[src/rtl/imem_loader_if.sv]
// Word-stream input and byte-wide instruction-memory write port of the loader.
// The slave side is the loader; the master side is the host stream plus memory.
interface imem_loader_if #(
  parameter int ADDR_WIDTH = 28
);
  logic                  in_valid;
  logic                  in_ready;
  logic [31:0]           in_data;
  logic                  in_last;
  logic                  mem_we;
  logic [ADDR_WIDTH-1:0] mem_addr;
  logic [7:0]            mem_wdata;

  modport master (
    output in_valid, in_data, in_last,
    input  in_ready, mem_we, mem_addr, mem_wdata
  );

  modport slave (
    input  in_valid, in_data, in_last,
    output in_ready, mem_we, mem_addr, mem_wdata
  );
endinterface

[src/rtl/imem_loader.sv]
// Splits 32-bit program words into four big-endian byte writes (MSB at the lowest
// address) so the fetch path can reassemble them as {a,a+1,a+2,a+3}.
module imem_loader #(
  parameter int MEM_BYTES  = 372,
  parameter int ADDR_WIDTH = 28
) (
  input  logic                  clk,
  input  logic                  rst,
  input  logic                  start,
  imem_loader_if.slave          bus,
  output logic                  busy,
  output logic                  done,
  output logic                  overflow,
  output logic [ADDR_WIDTH-1:0] words
);

  typedef enum logic [1:0] {IDLE, WRITE, DONE} state_t;

  state_t                state, state_nxt;
  logic [ADDR_WIDTH-1:0] ptr;
  logic [1:0]            beat;
  logic [31:0]           word;
  logic                  last;
  logic                  accept;
  logic                  fits;
  logic [ADDR_WIDTH:0]   end_addr;

  // One extra bit so ptr+3 never wraps before the bound check.
  assign end_addr    = {1'b0, ptr} + (ADDR_WIDTH+1)'(3);
  assign fits        = end_addr < (ADDR_WIDTH+1)'(MEM_BYTES);
  assign accept      = (state == IDLE) && !start && bus.in_valid;
  assign bus.in_ready = (state == IDLE);

  always_ff @(posedge clk) begin
    if (rst) state <= IDLE;
    else     state <= state_nxt;
  end

  always_comb begin
    state_nxt = state;
    case (state)
      IDLE:    if (accept) state_nxt = fits ? WRITE : DONE;
      WRITE:   if (beat == 2'd3) state_nxt = last ? DONE : IDLE;
      DONE:    if (start) state_nxt = IDLE;
      default: state_nxt = IDLE;
    endcase
  end

  always_ff @(posedge clk) begin
    if (rst) begin
      ptr           <= '0;
      beat          <= '0;
      word          <= '0;
      last          <= 1'b0;
      bus.mem_we    <= 1'b0;
      bus.mem_addr  <= '0;
      bus.mem_wdata <= '0;
      busy          <= 1'b0;
      done          <= 1'b0;
      overflow      <= 1'b0;
      words         <= '0;
    end else begin
      case (state)
        IDLE: begin
          if (start) begin
            ptr      <= '0;
            words    <= '0;
            overflow <= 1'b0;
          end else if (bus.in_valid) begin
            if (fits) begin
              // Beat 0 goes out on the accepting edge; the rest shift out of word.
              word          <= {bus.in_data[23:0], 8'h00};
              last          <= bus.in_last;
              beat          <= '0;
              busy          <= 1'b1;
              bus.mem_we    <= 1'b1;
              bus.mem_addr  <= ptr;
              bus.mem_wdata <= bus.in_data[31:24];
            end else begin
              overflow <= 1'b1;
              done     <= 1'b1;
            end
          end
        end
        WRITE: begin
          ptr <= ptr + ADDR_WIDTH'(1);
          if (beat == 2'd3) begin
            bus.mem_we <= 1'b0;
            busy       <= 1'b0;
            words      <= words + ADDR_WIDTH'(1);
            if (last) done <= 1'b1;
          end else begin
            beat          <= beat + 2'd1;
            bus.mem_addr  <= ptr + ADDR_WIDTH'(1);
            bus.mem_wdata <= word[31:24];
            word          <= {word[23:0], 8'h00};
          end
        end
        DONE: begin
          if (start) begin
            ptr      <= '0;
            done     <= 1'b0;
            overflow <= 1'b0;
            words    <= '0;
          end
        end
        default: ;
      endcase
    end
  end

endmodule

[src/flat_wrapper.sv]
// flat-port wrapper written by rule: the top's interface ports become plain ports
module imem_loader_flat 
#(
  parameter int MEM_BYTES  = 372,
  parameter int ADDR_WIDTH = 28
)
  (clk, rst, start, busy, done, overflow, words, bus_in_valid, bus_in_data, bus_in_last, bus_in_ready, bus_mem_we, bus_mem_addr, bus_mem_wdata);
  imem_loader_if #(.ADDR_WIDTH(ADDR_WIDTH)) bus_i ();
  input  logic clk;
  input  logic rst;
  input  logic start;
  output logic busy;
  output logic done;
  output logic overflow;
  output logic [ADDR_WIDTH-1:0] words;
  input wire logic [$bits(bus_i.in_valid)-1:0] bus_in_valid;
  input wire logic [$bits(bus_i.in_data)-1:0] bus_in_data;
  input wire logic [$bits(bus_i.in_last)-1:0] bus_in_last;
  output wire logic [$bits(bus_i.in_ready)-1:0] bus_in_ready;
  output wire logic [$bits(bus_i.mem_we)-1:0] bus_mem_we;
  output wire logic [$bits(bus_i.mem_addr)-1:0] bus_mem_addr;
  output wire logic [$bits(bus_i.mem_wdata)-1:0] bus_mem_wdata;
  assign bus_i.in_valid = bus_in_valid;
  assign bus_i.in_data = bus_in_data;
  assign bus_i.in_last = bus_in_last;
  assign bus_in_ready = bus_i.in_ready;
  assign bus_mem_we = bus_i.mem_we;
  assign bus_mem_addr = bus_i.mem_addr;
  assign bus_mem_wdata = bus_i.mem_wdata;
  imem_loader #(.MEM_BYTES(MEM_BYTES), .ADDR_WIDTH(ADDR_WIDTH)) u_core (.clk(clk), .rst(rst), .start(start), .bus(bus_i), .busy(busy), .done(done), .overflow(overflow), .words(words));
endmodule
[config.mk]
export PLATFORM = sky130hd
export DESIGN_NAME = imem_loader_flat
export DESIGN_NICKNAME = d
export VERILOG_FILES = /design/src/rtl/imem_loader_if.sv /design/src/rtl/imem_loader.sv /design/src/flat_wrapper.sv
export SDC_FILE = /design/constraint.sdc
export NUM_CORES = 1
export LEC_CHECK = 0
export CELL_PAD_IN_SITES_DETAIL_PLACEMENT = 0
export CELL_PAD_IN_SITES_GLOBAL_PLACEMENT = 2
export CORE_ASPECT_RATIO = 0.5
export CORE_MARGIN = 1
export CORE_UTILIZATION = 32
export CTS_CLUSTER_SIZE = 16
export DETAILED_ROUTE_END_ITERATION = 8
export GPL_ROUTABILITY_DRIVEN = 0
export PLACE_DENSITY_LB_ADDON = 0.15
export SYNTH_ARGS = -nofsm -noshare
export SYNTH_HDL_FRONTEND = slang
export SYNTH_SLANG_ARGS = --single-unit
[constraint.sdc]
create_clock -name clk -period 3.6 [get_ports clk]
set_clock_uncertainty 0.05 [all_clocks]
set_input_delay 0.36 -clock clk [delete_from_list [all_inputs] [get_ports clk]]
set_output_delay 0.36 -clock clk [all_outputs]
set_load 0.05 [all_outputs]
==> flow_summary.json <==
{
  "dp.cells": 1057,
  "track_usage": 0.1840,
  "synth_compound_gate_area_share": 0.1727,
  "worst_pin_slew_ns": 0.7897,
  "final_common_cell": "dfxtp_1",
  "path_clk_slew_ns": 0.06,
  "dieArea_mm2": 0.01982,
  "post-route-period-util": 0.9215,
  "clockBufferDepth": 2,
  "worst_path_largest_cell_delay_ns": 0.52,
  "synth_top_family_by_area": "simple AND/OR/NAND/NOR gates",
  "core_mm2": 0.01861,
  "worstPathArrival_ns": 3.60,
  "cts.sinks": 124,
  "fp.dieH_um": 100.0,
  "path_cells": "o2111ai_2 -> nor3_2 -> buf_4 -> a21boi_0 -> o21ai_0 -> nor4b_2 -> buf_4 -> and4_1 -> nor2_4 -> buf_12 -> o2bb2ai_1",
  "p_leak_nw": 3.053,
  "dr.first_iter.drc_count": 311,
  "initial_utilization": 0.3306,
  "synth-simple-area-share": 0.2286,
  "synth_seq_cells": 124,
  "final_cell_mix": "123 x dfxtp_1, 104 x nor2_1, 104 x clkdlybuf4s50_1",
  "antenna_found_initial": 0,
  "placementRows": 35,
  "grt_pass1_vias": 5033,
  "grt_pass1_wl_um": 28230,
  "num_io_pins": 106,
  "synthAdderAreaFrac": 0.008135,
  "hold_buffers": 0,
  "area_delta_synth_final_pct": 33.31,
  "drv_slew": 0,
  "fin_cells": 1090,
  "nets": 859,
  "ys_seq_area_frac": 0.4035,
  "synthFlopType": "dfxtp_1",
  "viasPerCell": 4.983,
  "worst_path_dominant_cell_family": "simple AND/OR/NAND/NOR gates",
  "critPathRequiredTime_ns": 3.89,
  "clk_latency_ns": 0.42,
  "relSlewSlack": 0.4695,
  "ir_worst_vdd_mv": 0.3110,
  "rsz0062_at_grt": "false",
  "synth-edff-count": 0,
  "ctsHtreeMaxLevel": 4,
  "cts_made_buffers": 17,
  "wirelength_um": 17730,
  "vias": 5432,
  "dpl.hpwl_um": 12220,
  "ys_warn_count": 0,
  "synthMuxAreaShare": 0.06223,
  "cp-end-kind": "flop",
  "syn_inst": 718,
  "cp.buffers_inverters": 3,
  "drt_pass1_iterations": 5,
  "synth_area_mm2": 0.006152,
  "cts_root_buf": "clkbuf_16",
  "syn_area_per_cell_um2": 8.568,
  "grt_max_degree": 51,
  "crit_path_start_kind": "flop",
  "max_cap_viol_count": 0,
  "grt.overflow.total": 0,
  "slowest_stage": "dfxtp_1",
  "fin_crit_ns": 3.317,
  "path_class": "reg2reg",
  "max_freq_mhz": 301.5,
  "synth_xor_xnor_area_share": 0.06691,
  "finalSetupViolCount": 0,
  "drc_errors": 0,
  "outcome": "completed",
  "p_per_area_mw_per_mm2": 454.0,
  "async_reset_ff_frac": 0,
  "wl_per_cell_um": 16.27,
  "crit_fanout": 36,
  "antenna_cells": 0,
  "cts_tree": "done",
  "io_buffers": 105,
  "synth_cell_types": 61,
  "tns_ns": 0,
  "antenna_left": 0,
  "syn_nets": 759,
  "die_width_um": 198.1,
  "post_cts_buffers": 0,
  "path_common_cell": "buf_4",
  "hold_viol_final": 0,
  "drive_gt1_frac": 0.1167,
  "hp-class": "in2reg"
}
==> cell families (layout without fill, tap and decap cells) <==
family / after synthesis / after routing
adders and majority gates: 4 / 4
muxes: 38 / 38
xor gates and xnor gates: 47 / 47
AOI/OAI and AO/OA: 147 / 147
buffers and inverters: 77 / 189
DFF: 124 / 124
and+or+nand+nor: 281 / 282
==> power by group <==
part | internal (W) | leakage [nW] | switching, W
sequential | 0.00141 | 1.00 | 0.0000227
clock | 0.00125 | 0.310 | 0.000656
combinational | 0.000150 | 1.74 | 0.000233
total | 0.00281 | 3.05 | 0.000912
==> layer usage <==
layer	up-vias	track usage	wire (µm)
met5	-	0	0
met4	0	0.04114	78
met3	8	0.05242	913
met2	124	0.2592	6984
met1	2527	0.2727	9754
li1	2773	-	-
==> through the flow <==
| step | setup slack (ns) | util | area (µm²) | power (W) | hold WS (ns) |
|---|---|---|---|---|---|
| final | 0.2827 | 0.4407 | 8202 | 0.003724 | 0.3788 |
| after floorplan | 0.5054 | - | 6152 | 0.001702 | 0.3817 |
| after detailed placement | -0.007028 | 0.4045 | 7528 | 0.001840 | 0.3955 |
| after CTS | 0.01304 | 0.4399 | 8188 | 0.003758 | 0.3617 |
| after global routing | 0.07420 | 0.4407 | 8202 | 0.003872 | 0.3864 |
| after global placement | 0.08365 | 0.4045 | 7528 | 0.001838 | 0.3946 |
==> cell type report <==
cell class,count,area [µm²]
fill,1880,10410
multi-input combinational,518,3343
inverter,14,52.55
clock buffer,22,494.2
sequential,124,2484
timing repair buffer,143,1344
clock inverter,10,160.2
tap,259,324.1
==> final timing paths <==
kind	startpoint	end	slack (ns)	cells past startpoint
min	rst	u_core.ptr[2]	0.38	2
max	u_core.ptr[3]	u_core.word[26]	0.28	11
min reg2reg	u_core.bus.mem_addr[13]	u_core.bus.mem_addr[13]	0.41	1
max reg2reg	u_core.ptr[3]	u_core.word[26]	0.28	11
==> state kept, by name (all words and copies together) (netlist names) <==
signal	cells
u_core.bus.mem_addr	28
u_core.ptr	28
u_core.words	28
u_core.word	24
u_core.bus.mem_wdata	8
u_core.beat	2
u_core.state	2
u_core.bus.mem_we	1
u_core.done	1
u_core.last	1
u_core.overflow	1
==> cells in the mapped netlist, drive strengths merged, types with 3 or more instances <==
cell type  number  area share
nor4           10       0.012
nor3           25       0.021
or3             9      0.0092
a22o           10       0.014
and3            8      0.0081
nand2b          4      0.0041
or2             4      0.0041
a211oi          3      0.0037
and4            6      0.0085
buf            37       0.033
nor3b           4      0.0049
nand2          51       0.031
o21a            4      0.0049
nand4          15       0.018
o2bb2ai        40       0.057
a311oi         10       0.014
nand3          23       0.019
nor2          105       0.064
inv            14      0.0085
ha              4      0.0081
o21ai          25       0.020
mux2i          36       0.059
dfxtp         124        0.40
clkbuf         26       0.016
xor2           28       0.040
a21oi          29       0.024
and2            4      0.0041
or4b            4      0.0071
xnor2          19       0.027
nor2b           3      0.0043
a31oi          10       0.011
==> what timing repair did <==
action                                  4_1_cts  5_1_grt
cloned                                        0        1
hold endpoints to repair                      0        0
endpoints found under the setup margin        1       50
gates resized for setup                       2        1
pin swaps                                     0        0
No activity file was read; power rests on OpenSTA's default activity.
